File: config.mk
export PLATFORM = sky130hd
export DESIGN_NAME = coin_accumulator
export DESIGN_NICKNAME = d
export VERILOG_FILES = /design/src/rtl/coin_accumulator.sv
export SDC_FILE = /design/constraint.sdc
export NUM_CORES = 1
export LEC_CHECK = 0
export CAP_MARGIN = 5
export CELL_PAD_IN_SITES_DETAIL_PLACEMENT = 1
export CELL_PAD_IN_SITES_GLOBAL_PLACEMENT = 2
export CORE_ASPECT_RATIO = 1.4
export CORE_MARGIN = 3
export CORE_UTILIZATION = 33
export CTS_CLUSTER_SIZE = 20
export DETAILED_ROUTE_END_ITERATION = 7
export PLACE_DENSITY_LB_ADDON = 0.3
export RECOVER_POWER = 25
export SLEW_MARGIN = 10
export SYNTH_ARGS = -nofsm -noshare
export SYNTH_HDL_FRONTEND = slang
export SYNTH_SLANG_ARGS = --single-unit
File: constraint.sdc
create_clock -name i_clock -period 3.05 [get_ports i_clock]
set_clock_uncertainty 0.1 [all_clocks]
set_input_delay 0.61 -clock i_clock [delete_from_list [all_inputs] [get_ports i_clock]]
set_output_delay 0.61 -clock i_clock [all_outputs]
set_load 0.005 [all_outputs]
File: src/rtl/coin_accumulator.sv
// -----------------------------------------------------------------------------
// coin_accumulator
//
// Collects coins into a running credit and hands that credit to a downstream
// vending stage. The user can finish early (commit), ask for the money back
// (cancel), or simply walk away, in which case the credit is offered
// automatically after a run of idle cycles.
//
// Parameters
//   TIMEOUT_CYCLES  consecutive COLLECT cycles without an accepted coin before
//                   the credit is offered automatically (2..65535)
//   MAX_CREDIT      credit ceiling (at most 127)
//
// Ports
//   i_clock         clock, rising-edge active
//   i_resetn        asynchronous reset, active-high
//   i_coin_valid    one-cycle strobe, a coin is present
//   i_coin_type     coin value code: 00=5, 01=10, 10=20, 11=50
//   i_commit        user "done" request (level)
//   i_cancel        user refund request (level)
//   i_ready         downstream accepts o_money this cycle
//   o_money_valid   credit is being offered downstream
//   o_money         offered credit, 0 when not offered
//   o_refund_valid  one-cycle refund strobe
//   o_refund        refund amount, 0 when no refund
//   o_coin_reject   one-cycle pulse, coin returned uncredited
//   o_busy          high whenever the block is not IDLE
// -----------------------------------------------------------------------------
module coin_accumulator #(
    parameter int TIMEOUT_CYCLES = 255,
    parameter int MAX_CREDIT     = 127
) (
    input  logic       i_clock,
    input  logic       i_resetn,
    input  logic       i_coin_valid,
    input  logic [1:0] i_coin_type,
    input  logic       i_commit,
    input  logic       i_cancel,
    input  logic       i_ready,
    output logic       o_money_valid,
    output logic [6:0] o_money,
    output logic       o_refund_valid,
    output logic [6:0] o_refund,
    output logic       o_coin_reject,
    output logic       o_busy
);

    typedef enum logic [1:0] {
        IDLE,
        COLLECT,
        OFFER,
        REFUND
    } state_t;

    localparam logic [7:0]  MAX_CREDIT_W = 8'(MAX_CREDIT);
    localparam logic [15:0] TIMEOUT_W    = 16'(TIMEOUT_CYCLES);

    state_t      state;
    state_t      state_next;
    logic [6:0]  credit;
    logic [6:0]  credit_next;
    logic [15:0] timer;
    logic [15:0] timer_next;
    logic        coin_reject;
    logic        coin_reject_next;

    logic [7:0]  coin_value;
    logic [7:0]  credit_sum;
    logic        coin_fits;
    logic        coin_accepted;
    logic [15:0] timer_inc;

    // Translate the coin code into its value, kept 8 bits wide so the
    // credit-plus-coin sum below can exceed 127 without wrapping.
    always_comb begin
        coin_value = 8'd5;
        case (i_coin_type)
            2'b00:   coin_value = 8'd5;
            2'b01:   coin_value = 8'd10;
            2'b10:   coin_value = 8'd20;
            2'b11:   coin_value = 8'd50;
            default: coin_value = 8'd5;
        endcase
    end

    assign credit_sum    = {1'b0, credit} + coin_value;
    assign coin_fits     = (credit_sum <= MAX_CREDIT_W);
    assign coin_accepted = i_coin_valid && coin_fits;
    assign timer_inc     = timer + 16'd1;

    // State, credit, idle timer and the reject pulse are all registered so
    // every output is a decode of flops; reset clears them asynchronously.
    always_ff @(posedge i_clock or posedge i_resetn) begin
        if (i_resetn) begin
            state       <= IDLE;
            credit      <= 7'd0;
            timer       <= 16'd0;
            coin_reject <= 1'b0;
        end else begin
            state       <= state_next;
            credit      <= credit_next;
            timer       <= timer_next;
            coin_reject <= coin_reject_next;
        end
    end

    // Next-state logic. In COLLECT, cancel outranks commit, which outranks
    // the idle timeout. A coin arriving with commit is credited before the
    // offer; a coin arriving with cancel is returned. A rejected coin does
    // not count as activity, so it lets the idle timer keep running.
    always_comb begin
        state_next       = state;
        credit_next      = credit;
        timer_next       = timer;
        coin_reject_next = 1'b0;

        case (state)
            IDLE: begin
                credit_next = 7'd0;
                timer_next  = 16'd0;
                if (i_coin_valid) begin
                    if (coin_value <= MAX_CREDIT_W) begin
                        credit_next = coin_value[6:0];
                        state_next  = COLLECT;
                    end else begin
                        coin_reject_next = 1'b1;
                    end
                end
            end

            COLLECT: begin
                if (i_cancel) begin
                    state_next       = REFUND;
                    timer_next       = 16'd0;
                    coin_reject_next = i_coin_valid;
                end else begin
                    if (coin_accepted) begin
                        credit_next = credit_sum[6:0];
                        timer_next  = 16'd0;
                    end else begin
                        coin_reject_next = i_coin_valid;
                        timer_next       = timer_inc;
                    end

                    if (i_commit) begin
                        state_next = OFFER;
                        timer_next = 16'd0;
                    end else if (!coin_accepted && (timer_inc == TIMEOUT_W)) begin
                        state_next = OFFER;
                        timer_next = 16'd0;
                    end
                end
            end

            OFFER: begin
                coin_reject_next = i_coin_valid;
                if (i_ready) begin
                    state_next  = IDLE;
                    credit_next = 7'd0;
                end else if (i_cancel) begin
                    state_next = REFUND;
                end
            end

            REFUND: begin
                coin_reject_next = i_coin_valid;
                state_next       = IDLE;
                credit_next      = 7'd0;
            end

            default: begin
                state_next  = IDLE;
                credit_next = 7'd0;
                timer_next  = 16'd0;
            end
        endcase
    end

    // Amount outputs are forced to zero outside their qualifying state so
    // downstream never sees a stale credit value.
    assign o_money_valid  = (state == OFFER);
    assign o_money        = (state == OFFER) ? credit : 7'd0;
    assign o_refund_valid = (state == REFUND);
    assign o_refund       = (state == REFUND) ? credit : 7'd0;
    assign o_coin_reject  = coin_reject;
    assign o_busy         = (state != IDLE);

    // Simulation-only guards on the credit invariants.
    a_credit_ceiling: assert property (@(posedge i_clock) disable iff (i_resetn)
        credit <= MAX_CREDIT_W[6:0]);
    a_offer_nonzero: assert property (@(posedge i_clock) disable iff (i_resetn)
        o_money_valid |-> (o_money != 7'd0));

endmodule
==> flow_summary_export.csv, run 1 <==
group,metric,value,unit
detailed_routing,highest_layer,"met4",
cts,cts_resized,0,
final_layout,syn_to_final_growth,22.8,%
global_route,grt_max_degree,28,
timing,final-setup-viol-count,0,
timing,final_max_slew_viol_count,0,
global_route,grt_pass1_vias,2043,
worst_setup_path,crit_top_cell,"o21ai_0",
detailed_routing,wl_met1,2310,microns
yosys,async_reset_ff_frac,1.00,
die,start_util,0.351,
timing,fmax,0.356,GHz
final_layout,fin_util,0.432,
worst_setup_path,critical_path.max_fanout,11,
global_route,grt_pass1_wl,10100,microns
final_layout,final_common_cell,"dfrtp_1",
timing,fin_crit_sh,0.922,
cts,hold_buffers,0,
cts,path_clk_slew,0.09,ns
die,coreArea,5650,sq um
die,io_pins,26,
detailed_routing,first_pass_iters,5,
worst_setup_path,critPathKind,"in -> reg",
detailed_routing,viasPerCell,5.61,
power_and_ir_drop,p_total,0.00129,W
placement,placed_cells,342,
worst_setup_path,crit_path_cell_trace,"clkdlybuf4s50_1 -> inv_1 -> nor2_1 -> ha_1 -> a21o_1 -> a21oi_1 -> o21ai_0 -> nor3_1 -> o21ai_0 -> buf_4 -> mux2_2",
detailed_routing,met3_length,134,microns
final_layout,drive_above_1_share,0.126,
die,rows,32,
yosys,synth_edf_count,0,
worst_setup_path,critical_path_arrival,2.88,ns
timing,tightest_slew,1.48,ns
cts,cts_setup_buffers,0,
worst_setup_path,crit_slowest_cell,"clkdlybuf4s50_1",
cts,max-clock-path-buffers,2,
timing,rsz0062_at_grt,"no",
detailed_routing,wl,5850,microns
placement,pre_cts_ws,-0.0704,ns
cts,cts_htree_levels,1,
placement,dp.final_hpwl,4490,microns
global_route,grt_antenna_before_repair,0,
run_status,run_status,"finished, final reports clean",
flow_run,maxCapViolCount,0,
timing,worst_hold_slack,0.436,ns
worst_setup_path,cp.required,3.11,ns
detailed_routing,antenna_left,0,
cts,cts_buffers,3,
detailed_routing,num_vias,1934,
yosys,ys_seq_elements,26,
timing,timing.final.ws_setup,0.237,ns
worst_setup_path,slowest_delay,0.59,ns
power_and_ir_drop,power_density,530,nW/um^2
yosys,synth_cell_type_count,51,
worst_setup_path,cp-start-kind,"primary input",
die,die_y,97.7,microns
cts,clock-root-buffer,"clkbuf_8",
detailed_routing,wl_met2,3320,microns
detailed_routing,wl_per_cell,17.0,microns
timing,max-slew-margin-rel,0.0162,
placement,io_buffers,25,
yosys,yosysSeqAreaShare,0.328,
global_route,overflow,0,
cts,cts_tree,"done",
timing,finalWorstPathRequiredPeriod,2.81,ns
yosys,syn_area,1980,sq um
hold_path,min_path_type,"reg -> reg",
yosys,synth_ff_type,"dfrtp_1",
worst_setup_path,critical-path-top-delay-family,"buffers and inverters",
final_layout,nNetsFinal,294,
die,die-area,6990,sq um
power_and_ir_drop,peakVddDrop,0.271,mV
detailed_routing,drt-initial-drc-count,64,
timing,hold_viol,0,
cts,clk_latency,0.27,ns
final_layout,layout_common_cells,"dfrtp_1 (26), o21ai_0 (25), nand2_1 (25), clkdlybuf4s50_1 (24), buf_4 (19)",
final_layout,fin_cells,345,
yosys,synth_area_per_cell,8.16,sq um
placement,place_congestion,0.885,
yosys,syn_inst,243,
global_route,track_usage,0.179,
worst_setup_path,endpoint_kind,"flop",
worst_setup_path,path_buf_inv,3,
yosys,yosys_warnings,0,
power_and_ir_drop,leakage,1.05,nW
detailed_routing,drc,0,
cts,clock_sink_count,26,
final_layout,diodes,0,
die,die_width,71.5,microns
yosys,syn_nets,258,
-- sequential cells by signal (all words and copies together), names as in the netlist --
signal	cells
timer	16
o_coin_reject	1
credit	7
state	2
-- worst reg2reg max path, cell delays in order (launching register included) --
cell,delay (ns)
dfrtp_1,0.46
ha_1,0.31
nand3_4,0.16
nor2_2,0.07
a2111o_1,0.41
a211oi_2,0.30
nand4b_4,0.18
a221o_1,0.39
-- layer usage --
metal,up-vias,track usage
met5,-,0
li1,946,-
met2,34,0.345
met3,6,0.0166
met4,0,0.0535
met1,948,0.200
-- path summary, 6_finish.rpt --
check                      depth (start not counted)  slack, ns               endpoint                   from
min in group asynchronous                          3       1.17   timer[0]$_DFFE_PP0P_               i_resetn
hold / removal                                     1       0.44  timer[15]$_DFFE_PP0P_  timer[15]$_DFFE_PP0P_
setup reg to reg                                   7       0.55   state[0]$_DFFE_PP0P_   timer[0]$_DFFE_PP0P_
setup / recovery                                  11       0.24  credit[2]$_DFFE_PP0P_         i_coin_type[0]
max in group asynchronous                          3       0.82  timer[14]$_DFFE_PP0P_               i_resetn
hold reg to reg                                    1       0.44  timer[15]$_DFFE_PP0P_  timer[15]$_DFFE_PP0P_
-- final cells by class --
class / count / area, sq um
Clock buffer: 3 / 41.3
Fill cell: 692 / 3210
Inverter: 11 / 41.3
Multi-Input combinational cell: 192 / 1220
Sequential cell: 26 / 651
Tap cell: 68 / 85.1
Timing Repair Buffer: 45 / 397
-- synthesized netlist by cell type, types with 2 or more instances --
cell type,count,area [sq um]
inv_1,10,37.5
xor2_1,4,35.0
buf_2,5,25.0
a22oi_1,2,15.0
mux2i_1,2,20.0
o21ai_0,25,125
nor3_1,9,45.0
dfrtp_1,26,651
or3_1,4,25.0
a31oi_1,4,25.0
nor2_1,15,56.3
nor2b_1,4,25.0
xnor2_1,6,52.6
clkbuf_1,7,26.3
o31ai_1,5,37.5
o211ai_1,2,15.0
ha_1,7,87.6
o21ai_1,5,25.0
nand3_4,2,35.0
nand2_1,25,93.8
a21oi_1,12,60.1
and2_1,10,62.6
a21o_1,4,30.0
and3_1,8,50.1
nand4_1,7,43.8
nand3_1,8,40.0
-- power breakdown --
part	switching (W)	total, W	internal [W]
clock network	0.000112	0.000201	0.0000887
registers	0.0000554	0.000449	0.000394
logic	0.000351	0.000642	0.000291
total	0.000518	0.00129	0.000774
-- metrics by stage --
stage	cell area [sq um]	setup TNS (ns)
6_report	2440	0
5_1_grt	2440	0
4_1_cts	2440	0
3_5_place_dp	2400	-0.227
3_3_place_gp	2400	-0.0821
2_1_floorplan	1980	0
-- cells by family (layout without fill, tap and decap cells) --
kind of cell	Yosys count	after routing	share of synthesized area
simple gates	105	105	0.306
fa+ha+maj	7	7	0.0442
mux	3	3	0.0158
flops	26	26	0.328
xor+xnor	10	10	0.0442
buf+inv	25	59	0.0562
compound gates	67	67	0.206
(Power assumes the default switching activity.)
==> inputs of run 2 (changes only) <==
- CELL_PAD_IN_SITES_GLOBAL_PLACEMENT: 2 -> 1
- CORE_UTILIZATION: 33 -> 40
==> run 2 against run 1 <==
  * The run now ends with max-capacitance violations, max-slew violations left
  * Wire length is 1.8% higher
  * Count of clock-buffer cells in the layout stayed put
  * Utilization is 9.1 points higher
  * Combinational power is 2% lower
  * Via count is 1.4% higher
  * Design area is 0.31% lower
  * Critical path depth is 2 lower
  * Sequential power is 6.2% higher
  * Flip-flop and latch count stayed put
  * Largest power group unchanged
  * Highest routed layer unchanged
==> flow_summary_export.csv, run 2 (same netlist as run 1, synthesis figures left out) <==
group,metric,value,unit
run_status,run_status,"finished, violations left",
run_status,violations,"max-capacitance violations, max-slew violations",
cts,path_clk_slew,0.09,ns
worst_setup_path,critical-path-top-delay-family,"buffers and inverters",
worst_setup_path,slowest_delay,0.50,ns
detailed_routing,wl,5960,microns
worst_setup_path,critical_path.max_fanout,8,
final_layout,drive_above_1_share,0.126,
placement,placed_cells,336,
cts,cts_htree_levels,1,
die,die_width,65.5,microns
placement,io_buffers,25,
final_layout,fillers,622,
power_and_ir_drop,p_total,0.00131,W
final_layout,fin_cells,339,
hold_path,min_path_type,"reg -> reg",
detailed_routing,first_pass_iters,4,
detailed_routing,viasPerCell,5.78,
cts,clk_latency,0.28,ns
detailed_routing,drc,0,
power_and_ir_drop,p_sw,0.000533,W
detailed_routing,drt-initial-drc-count,51,
detailed_routing,antenna_left,0,
die,die-area,5850,sq um
flow_run,maxCapViolCount,1,
detailed_routing,num_vias,1961,
worst_setup_path,crit_path_cell_trace,"clkdlybuf4s50_1 -> and2_1 -> ha_1 -> nand4_1 -> a21oi_1 -> nor3_1 -> o21ai_0 -> buf_4 -> mux2_2",
timing,fmax,0.354,GHz
timing,finalWorstPathRequiredPeriod,2.83,ns
die,io_pins,26,
timing,rsz0062_at_grt,"no",
power_and_ir_drop,power_frac_clock,0.155,
placement,place_congestion,0.887,
worst_setup_path,cp-start-kind,"primary input",
final_layout,nNetsFinal,294,
cts,clock_sink_count,26,
cts,hold_buffers,0,
power_and_ir_drop,switching_share,0.408,
global_route,grt_antenna_before_repair,0,
cts,cts_tree,"done",
final_layout,diodes,0,
power_and_ir_drop,power_density,538,nW/um^2
timing,final-setup-viol-count,0,
cts,max-clock-path-buffers,2,
placement,dp.final_hpwl,4560,microns
final_layout,regArea,651,sq um
final_layout,design_area,2430,sq um
die,start_util,0.427,
power_and_ir_drop,peakVddDrop,0.327,mV
timing,tightest_slew,1.54,ns
final_layout,largestRegisters,"timer: 16 flops, credit: 7 flops, state: 2 flops",
final_layout,fin_util,0.523,
worst_setup_path,path_buf_inv,2,
timing,final_max_slew_viol_count,27,
worst_setup_path,cp.required,3.12,ns
die,rows,29,
timing,max-slew-margin-rel,-0.0236,
timing,fin_crit_sh,0.926,
die,coreArea,4640,sq um
power_and_ir_drop,leakage,1.05,nW
global_route,grt_pass1_wl,10400,microns
cts,clock-root-buffer,"clkbuf_8",
global_route,overflow,0,
global_route,track_usage,0.227,
worst_setup_path,crit_slowest_cell,"clkdlybuf4s50_1",
global_route,grt_max_degree,28,
cts,cts_buffers,3,
worst_setup_path,critPathKind,"in -> reg",
final_layout,final_common_cell,"dfrtp_1",
placement,placed_area,2390,sq um
cts,cts_resized,0,
final_layout,syn_to_final_growth,22.5,%
final_layout,regMostFlops,"timer",
global_route,grt_pass1_vias,2197,
power_and_ir_drop,pwr-share-comb,0.480,
final_layout,multi_input_area,1220,sq um
detailed_routing,wl_per_cell,17.6,microns
worst_setup_path,endpoint_kind,"flop",
timing,hold_viol,0,
die,die_y,89.3,microns
power_and_ir_drop,p_seq_frac,0.365,
final_layout,layout_common_cells,"dfrtp_1 (26), o21ai_0 (25), nand2_1 (25), clkdlybuf4s50_1 (24), buf_4 (19)",
power_and_ir_drop,intPower,0.000774,W
worst_setup_path,critical_path_arrival,2.89,ns
cts,cts_setup_buffers,0,
final_layout,largest_register_ffs,16,
## run 2: cell type report
class	count	share of cell area
Multi-Input combinational cell	192	0.503
Inverter	11	0.0170
Timing Repair Buffer	45	0.163
Clock buffer	3	0.0170
Tap cell	62	0.0319
Sequential cell	26	0.268
## run 2: worst register-to-register path: stages (launching register included)
cell and delay (ns):
dfrtp_1 0.47, ha_1 0.34, nand3_4 0.16, nor4_2 0.45, o21ai_1 0.14, o31ai_1 0.15
nand4b_4 0.22, a221o_1 0.38
## run 2: per-stage QoR
step,hold WS [ns],TNS (ns),setup WS [ns]
after floorplan,0.382,0,0.517
after global placement,0.423,0,0.0284
after detailed placement,0.441,-0.183,-0.0843
after CTS,0.463,0,0.214
after global routing,0.500,0,0.0113
final,0.454,0,0.225
## run 2: power by group through the flow
stage                     clock network, W  logic, W  registers, W
after floorplan                          0  0.000384      0.000430
after global placement                   0  0.000611      0.000480
after detailed placement                 0  0.000628      0.000484
after CTS                         0.000210  0.000633      0.000476
after global routing              0.000222  0.000697      0.000490
final                             0.000202  0.000628      0.000477
## run 2: layer usage
metal | GRT usage | part of all wire | vias to the layer above | wire, microns
met5 | 0 | 0 | - | 0
met3 | 0.0289 | 0.017 | 17 | 103
met2 | 0.448 | 0.57 | 35 | 3390
li1 | - | - | 938 | -
met1 | 0.242 | 0.39 | 971 | 2300
met4 | 0.0811 | 0.028 | 0 | 165
## run 2: final timing paths
path | end | slack, ns | from | depth (start not counted)
setup / recovery | credit[2]$_DFFE_PP0P_ | 0.22 | i_coin_type[0] | 9
hold / removal | credit[4]$_DFFE_PP0P_ | 0.45 | credit[4]$_DFFE_PP0P_ | 2
setup reg to reg | state[0]$_DFFE_PP0P_ | 0.53 | timer[0]$_DFFE_PP0P_ | 7
hold reg to reg | credit[4]$_DFFE_PP0P_ | 0.45 | credit[4]$_DFFE_PP0P_ | 2
max in group asynchronous | timer[12]$_DFFE_PP0P_ | 0.76 | i_resetn | 3
min in group asynchronous | timer[2]$_DFFE_PP0P_ | 1.20 | i_resetn | 3
==> inputs of run 3 (changes only) <==
- ABC_AREA: unset -> 0
- GPL_TIMING_DRIVEN: unset -> 0
==> run 3 against run 2 <==
  * The flow now finishes without violations
  * Largest power group unchanged
  * Flip-flop and latch count did not move
  * Die area unchanged
  * Global-route usage decreased by 0.60 points
  * Largest cell class unchanged
==> flow_summary_export.csv, run 3 (same netlist as run 1, synthesis figures left out) <==
group,metric,value,unit
placement,place_congestion,0.840,
power_and_ir_drop,pwr-share-comb,0.491,
hold_path,min_to,"timer[15]$_DFFE_PP0P_",
timing,max-slew-margin-rel,0.294,
power_and_ir_drop,p_sw,0.000529,W
global_route,grt_pass1_vias,2107,
flow_run,maxCapViolCount,0,
die,io_pins,26,
cts,clock-root-buffer,"clkbuf_8",
detailed_routing,wl_met1,2370,microns
global_route,grt_max_degree,27,
global_route,track_usage,0.221,
die,coreArea,4640,sq um
timing,fin_crit_sh,0.967,
hold_path,hold_depth,1,
worst_setup_path,r2r_setup_slack,0.50,ns
worst_setup_path,crit_top_cell,"clkbuf_1",
detailed_routing,wl,5820,microns
timing,fmax,0.339,GHz
die,die-area,5850,sq um
power_and_ir_drop,intPower,0.000737,W
hold_path,min_from,"timer[15]$_DFFE_PP0P_",
cts,cts_tree,"done",
global_route,overflow,0,
worst_setup_path,rr_endpoint,"state[0]$_DFFE_PP0P_",
cts,hold_buffers,0,
detailed_routing,first_pass_iters,4,
worst_setup_path,crit_start,"state[1]$_DFFE_PP0P_",
final_layout,fillers,606,
power_and_ir_drop,p_seq_frac,0.349,
final_layout,fin_util,0.508,
worst_setup_path,slowest_delay,0.51,ns
detailed_routing,wl_met2,3240,microns
die,start_util,0.427,
die,rows,29,
final_layout,diodes,0,
worst_setup_path,crit_path_cell_trace,"clkbuf_1 -> clkbuf_1 -> and3_1 -> clkdlybuf4s50_1",
final_layout,layout_common_cells,"dfrtp_1 (26), nand2_1 (25), o21ai_0 (24), clkdlybuf4s50_1 (21), nor2_1 (14)",
cts,cts_setup_buffers,0,
timing,rsz0062_at_grt,"no",
final_layout,fin_cells,332,
timing,final-setup-viol-count,0,
final_layout,nNetsFinal,287,
power_and_ir_drop,switching_share,0.418,
placement,io_buffers,24,
detailed_routing,wl_per_cell,17.5,microns
detailed_routing,viasPerCell,5.82,
detailed_routing,highest_layer,"met4",
final_layout,drive_above_1_share,0.107,
final_layout,regMostFlops,"timer",
worst_setup_path,critical_path.max_fanout,10,
run_status,run_status,"finished, final reports clean",
worst_setup_path,cp.required,2.34,ns
final_layout,design_area,2360,sq um
placement,dp.final_hpwl,4390,microns
worst_setup_path,cp-start-kind,"flop",
global_route,grt_antenna_before_repair,0,
cts,max-clock-path-buffers,2,
power_and_ir_drop,power_frac_clock,0.160,
worst_setup_path,critical_path_arrival,2.24,ns
power_and_ir_drop,leakage,1.01,nW
worst_setup_path,timing.rr.start,"timer[0]$_DFFE_PP0P_",
die,die_y,89.3,microns
timing,final_max_slew_viol_count,0,
die,die_width,65.5,microns
final_layout,largestRegisters,"timer: 16 flops, credit: 7 flops, state: 2 flops",
timing,finalWorstPathRequiredPeriod,2.95,ns
timing,hold_viol,0,
power_and_ir_drop,power_density,536,nW/um^2
worst_setup_path,r2r_cells,7,
detailed_routing,drc,0,
cts,cts_htree_levels,1,
cts,clock_sink_count,26,
cts,clk_latency,0.27,ns
cts,path_clk_slew,0.09,ns
hold_path,min_path_type,"reg -> reg",
worst_setup_path,endpoint_kind,"primary output",
power_and_ir_drop,peakVddDrop,0.347,mV
final_layout,largest_register_ffs,16,
detailed_routing,antenna_left,0,
worst_setup_path,crit_slowest_cell,"clkdlybuf4s50_1",
timing,tightest_slew,1.06,ns
final_layout,syn_to_final_growth,19.1,%
global_route,grt_pass1_wl,10000,microns
final_layout,final_common_cell,"dfrtp_1",
detailed_routing,met3_length,117,microns
placement,placed_cells,329,
detailed_routing,drt-initial-drc-count,47,
placement,placed_area,2300,sq um
power_and_ir_drop,p_total,0.00127,W
timing,worst_hold_slack,0.458,ns
detailed_routing,num_vias,1932,
worst_setup_path,critPathKind,"reg -> out",
cts,cts_buffers,3,
==> run 3: area by class of cell <==
type / count / area [sq um] / share of cell area
inverter: 11 / 41.3 / 0.0175
multi-input combinational: 192 / 1230 / 0.523
clock buffer: 3 / 41.3 / 0.0175
tap: 62 / 77.6 / 0.0329
buffer: 14 / 72.6 / 0.0307
sequential: 26 / 651 / 0.276
timing repair buffer: 24 / 243 / 0.103
==> run 3: critical path, delay by kind of cell (launching register included) <==
| family | cells | cell delay [ns] |
|---|---|---|
| DFF | 1 | 0.33 |
| buffers and inverters | 3 | 1.38 |
| and+or+nand+nor | 1 | 0.25 |
==> run 3: metal layers <==
| layer | vias to the layer above | GRT usage |
|---|---|---|
| met4 | 0 | 0.0660 |
| met5 | - | 0 |
| met3 | 7 | 0.0176 |
| met2 | 31 | 0.439 |
| met1 | 967 | 0.245 |
| li1 | 927 | - |
==> run 3: through the flow <==
stage / setup WS (ns) / TNS (ns)
finish: 0.101 / 0
global route: 0.00814 / 0
CTS: 0.0137 / 0
detailed placement: -0.481 / -6.90
global placement: -0.397 / -5.47
floorplan: 0.517 / 0
==> run 3: timing repair <==
| item | CTS | global route |
|---|---|---|
| endpoints found under the setup margin | 10 | 24 |
| resized for setup | 4 | 5 |
| pin swaps | 0 | 0 |
==> run 3: power by group through the flow <==
stage / clock, W / combinational [W] / sequential (W)
after floorplan: 0 / 0.000384 / 0.000430
after global placement: 0 / 0.000593 / 0.000444
after detailed placement: 0 / 0.000615 / 0.000448
after CTS: 0.000208 / 0.000622 / 0.000441
after global routing: 0.000223 / 0.000695 / 0.000451
final: 0.000202 / 0.000621 / 0.000442
==> run 3: how the worst max path moves through the flow <==
stage                                 end  cells past startpoint
detailed placement  credit[0]$_DFFE_PP0P_                     10
CTS                  timer[9]$_DFFE_PP0P_                     10
global placement    credit[0]$_DFFE_PP0P_                     10
floorplan           credit[0]$_DFFE_PP0P_                     12
finish                        o_refund[2]                      4
global route                  o_refund[5]                      4
